<file path="config.mk">
export PLATFORM = sky130hd
export DESIGN_NAME = bus_arbiter
export DESIGN_NICKNAME = d
export VERILOG_FILES = /design/src/rtl/bus_arbiter.sv
export SDC_FILE = /design/constraint.sdc
export NUM_CORES = 1
export LEC_CHECK = 0
export ABC_AREA = 1
export CAP_MARGIN = 15
export CORE_ASPECT_RATIO = 1.5
export CORE_MARGIN = 8
export CORE_UTILIZATION = 31
export CTS_BUF_LIST = sky130_fd_sc_hd__clkbuf_4 sky130_fd_sc_hd__clkbuf_8
export DETAILED_ROUTE_END_ITERATION = 8
export PLACE_DENSITY_LB_ADDON = 0.12
export SLEW_MARGIN = 20
export SYNTH_ARGS = -nofsm -noshare
export SYNTH_HDL_FRONTEND = slang
export SYNTH_SLANG_ARGS = --single-unit
export TNS_END_PERCENT = 5
</file>
<file path="constraint.sdc">
create_clock -name clk_sys -period 1.7 [get_ports clk_sys]
set_input_delay 0.17 -clock clk_sys [delete_from_list [all_inputs] [get_ports clk_sys]]
set_output_delay 0.17 -clock clk_sys [all_outputs]
set_load 0.05 [all_outputs]
</file>
<file path="src/rtl/bus_arbiter.sv">
// Bus arbiter sharing the system bus between the CPU, graphics DMA and audio DMA.
// Ownership is registered; grants and bus muxes decode only from the registered owner.
module bus_arbiter #(
  parameter int unsigned BURST_MAX = 16
) (
  input  logic        clk_sys,
  input  logic        reset,
  input  logic [15:0] cpu_addr,
  input  logic [7:0]  cpu_dout,
  input  logic        cpu_we,
  output logic        cpu_rdy,
  input  logic        gdma_req,
  input  logic [13:0] gdma_addr,
  input  logic [7:0]  gdma_dout,
  input  logic        gdma_we,
  output logic        gdma_gnt,
  input  logic        lcd_busy,
  input  logic        adma_req,
  input  logic [15:0] adma_addr,
  output logic        adma_ack,
  output logic [7:0]  adma_data,
  input  logic [7:0]  bus_din,
  output logic [15:0] bus_addr,
  output logic [7:0]  bus_dout,
  output logic        bus_we,
  output logic [1:0]  owner
);

  localparam int unsigned     CntW      = $clog2(BURST_MAX + 1);
  localparam logic [CntW-1:0] BurstMaxC = CntW'(BURST_MAX);

  localparam logic [1:0] OwnCpu  = 2'd0;
  localparam logic [1:0] OwnGdma = 2'd1;
  localparam logic [1:0] OwnAdma = 2'd2;

  logic [1:0]      owner_q, owner_d;
  logic [CntW-1:0] burst_cnt_q, burst_cnt_d;
  logic            adma_ack_q;
  logic [7:0]      adma_data_q;
  logic            adma_elig, gdma_elig;

  // burst_cnt_d already includes the current cycle, so the limit yields exactly
  // BURST_MAX back-to-back GDMA cycles before the forced CPU cycle.
  always_comb begin
    burst_cnt_d = burst_cnt_q;
    if (owner_q == OwnGdma) begin
      if (burst_cnt_q != BurstMaxC) burst_cnt_d = burst_cnt_q + CntW'(1);
    end else if (owner_q != OwnAdma) begin
      burst_cnt_d = '0;
    end
  end

  assign adma_elig = adma_req & (owner_q != OwnAdma);
  assign gdma_elig = gdma_req & ~lcd_busy & (burst_cnt_d < BurstMaxC);

  always_comb begin
    owner_d = OwnCpu;
    if (adma_elig)      owner_d = OwnAdma;
    else if (gdma_elig) owner_d = OwnGdma;
  end

  always_ff @(posedge clk_sys) begin
    if (!reset) begin
      owner_q     <= OwnCpu;
      burst_cnt_q <= '0;
      adma_ack_q  <= 1'b0;
      adma_data_q <= 8'h00;
    end else begin
      owner_q     <= owner_d;
      burst_cnt_q <= burst_cnt_d;
      adma_ack_q  <= (owner_q == OwnAdma);
      if (adma_ack_q) adma_data_q <= bus_din;
    end
  end

  assign owner    = owner_q;
  assign gdma_gnt = (owner_q == OwnGdma);
  assign cpu_rdy  = (owner_q != OwnGdma) & (owner_q != OwnAdma);
  assign adma_ack = adma_ack_q;
  // Read data arrives one cycle late, so the ack cycle passes it straight through.
  assign adma_data = adma_ack_q ? bus_din : adma_data_q;

  always_comb begin
    bus_addr = cpu_addr;
    bus_dout = cpu_dout;
    bus_we   = cpu_we;
    case (owner_q)
      OwnGdma: begin
        bus_addr = {2'b00, gdma_addr};
        bus_dout = gdma_dout;
        bus_we   = gdma_we;
      end
      OwnAdma: begin
        bus_addr = adma_addr;
        bus_dout = 8'h00;
        bus_we   = 1'b0;
      end
      default: ;
    endcase
  end

endmodule

</file>
==> impl_metrics.json <==
{
  "status": "finished, violations left",
  "violations": "setup timing",
  "static-leakage-power_uw": 0.00139,
  "grt_usage": 0.190,
  "post-route-min-period_ns": 1.85,
  "fin_crit_sh": 1.09,
  "vias": 1981,
  "worstPathRequired_ns": 1.53,
  "synthXorXnorAreaFrac": 0,
  "clock_path_buffers": 2,
  "synth_seq_cells": 16,
  "routed_via_density": 5.35,
  "drt_iter0_markers": 101,
  "synth_nets": 285,
  "row_count": 28,
  "synth_top_family_by_area": "simple AND/OR/NAND/NOR gates",
  "ioPinCount": 115,
  "place_ws_ns": 0.187,
  "yosys.area_share.adder": 0.0409,
  "p_per_area_nw_per_um2": 565,
  "clock_latency_ns": 0.26,
  "seq_area_frac_synth": 0.262,
  "ys_async_sr_fraction": 0,
  "nets": 406,
  "slew_viol_final": 0,
  "whs_ns": 0.467,
  "hp-class": "flop to flop",
  "synthSimpleGateAreaFrac": 0.515,
  "synth_top_flop_cell": "dfxtp_1",
  "stdcell_area_um2": 3300,
  "grt_pass1_wl_um": 9380,
  "die_area_um2": 6250,
  "slowest_delay_ns": 0.35,
  "crit_type": "flop to output pin",
  "fmax_mhz": 541,
  "synth_area_leaders": "dfxtp_1 (26%), nand3_1 (26%), nand2_1 (21%)",
  "synthMuxAreaShare": 0,
  "antenna_found_initial": 1,
  "coreArea_um2": 3850,
  "wire_per_inst_um": 21.0,
  "syn_area_um2": 1220,
  "first_pass_iters": 4,
  "syn_to_final_growth_pct": 170,
  "postRouteWirelength_um": 7770,
  "hold_viol_final": 0,
  "yosys_warnings": 0,
  "place_congestion": 0.840,
  "relSlewSlack": 0.666,
  "synth_top_area_cell": "dfxtp_1",
  "clk_pin_slew_ns": 0.06,
  "drv_cap": 0,
  "portBuffers": 114,
  "cts_buffers": 3,
  "netlist.area_leader.share": 0.262,
  "final-setup-viol-count": 21,
  "endpoint_kind": "output pin",
  "cp_cell_sequence": "inv_2, ha_4, buf_8, clkbuf_16, nand2_1, nand3_2, buf_12",
  "postSynthCellCount": 204,
  "multi_input_area_um2": 1060,
  "final_util": 0.856,
  "arrival_ns": 1.68,
  "cp_slowest_cell": "dfxtp_4",
  "grt_pass1_vias": 1847,
  "power_uw": 1860,
  "tightest_slew_ns": 0.500,
  "die_h_um": 92.9,
  "rsz0062_at_grt": "yes",
  "place_hpwl_um": 4880,
  "postCtsHoldBufs": 0,
  "grt_overflow": 0,
  "synth_compound_area_frac": 0.0614,
  "initial_core_util": 0.317,
  "die_width_um": 67.3,
  "vdd_drop_max_mv": 0.759,
  "fill_cells": 202,
  "ys_top_cells_by_count": "nand2_1 (68), nand3_1 (63), dfxtp_1 (16), a21oi_1 (13), inv_1 (13)",
  "cts_tree": "built",
  "synth_area_per_cell_um2": 5.99,
  "regArea_um2": 325,
  "drcViolationCount": 0,
  "setup_slack_ns": -0.147,
  "synth_edf_count": 0,
  "grt_max_degree": 26,
  "ys_types": 17,
  "drive_gt1_frac": 0.389,
  "cts-htree-levels": 1,
  "yosysMostFrequentCell": "nand2_1",
  "ant_nets": 0,
  "finClkSkew_ns": 0.00110,
  "cts_sinks": 16,
  "cts-root-buf": "clkbuf_8",
  "place_area_um2": 2890,
  "critPathMaxFanout": 6,
  "cp-start-kind": "flop"
}
report_power, final:
| group | switching, µW | internal, µW |
|---|---|---|
| Clock | 139 | 206 |
| Sequential | 5.37 | 384 |
| Combinational | 560 | 570 |
what timing repair did:
action | in CTS | in global routing
hold endpoints to repair | 0 | 0
endpoints found under the setup margin | 25 | 24
cloned | 1 | 4
pin swaps | 1 | 19
buffers inserted | 2 | 3
gates resized for setup | 10 | 45
cell type report:
cell class,instances,share of cell area
tap,45,0.0171
clock buffer,4,0.0167
antenna,1,0.000758
multi-input combinational,160,0.323
inverter,14,0.0197
timing repair buffer,130,0.524
sequential,16,0.0986
sequential cells by signal (all words and copies together), names as in the netlist:
signal / cells
adma_ack: 1
owner: 2
burst_cnt_q: 5
adma_data_q: 8
routing by layer:
metal | track usage | up-vias | wire length [µm]
li1 | - | 918 | -
met1 | 0.202 | 932 | 2690
met2 | 0.337 | 106 | 4130
met3 | 0.0580 | 25 | 617
met4 | 0.0665 | 0 | 323
met5 | 0 | - | 0
worst paths after layout:
path	depth (start not counted)	start	to	slack, ns
worst max register to register	7	owner[0]$_SDFF_PP0_	burst_cnt_q[4]$_SDFF_PN0_	0.25
worst min-delay path	2	adma_data_q[0]$_SDFF_PN0_	adma_data_q[0]$_SDFF_PN0_	0.47
worst max-delay path	7	owner[0]$_SDFF_PP0_	bus_addr[7]	-0.15
worst min register to register	2	adma_data_q[0]$_SDFF_PN0_	adma_data_q[0]$_SDFF_PN0_	0.47
kinds of logic after synthesis:
family	Yosys count
buffers and inverters	28
AND/OR/NAND/NOR	141
AO/OA/AOI/OAI	15
adder cells (fa/ha/maj)	4
flip-flops	16
per-stage QoR:
step	cells	TNS [ns]
final	370	-0.780
after global routing	370	-1.48
after CTS	362	-0.000380
after detailed placement	355	0
after global placement	355	0
after floorplan	204	-0.406
cells in the final DEF, fill, tap and decap left out, types with 2 or more instances in the layout:
cell	count
buf_4	7
clkbuf_16	3
nand2_1	43
buf_6	3
clkdlybuf4s50_1	77
buf_8	2
nand3_1	30
buf_12	37
o21ai_0	2
clkbuf_8	4
a21oi_1	13
nand4_1	2
nand2_2	25
nor2_1	3
inv_1	12
nand3_2	27
dfxtp_1	14
nand2_4	3
ha_1	2
nand3_4	7
worst max-delay path, delay by kind of cell (launching register included):
kind                     cells  cell delay [ns]
AND/OR/NAND/NOR              2             0.25
flip-flops                   1             0.35
adder cells (fa/ha/maj)      1             0.27
buffers and inverters        4             0.55
(Power assumes the default switching activity.)
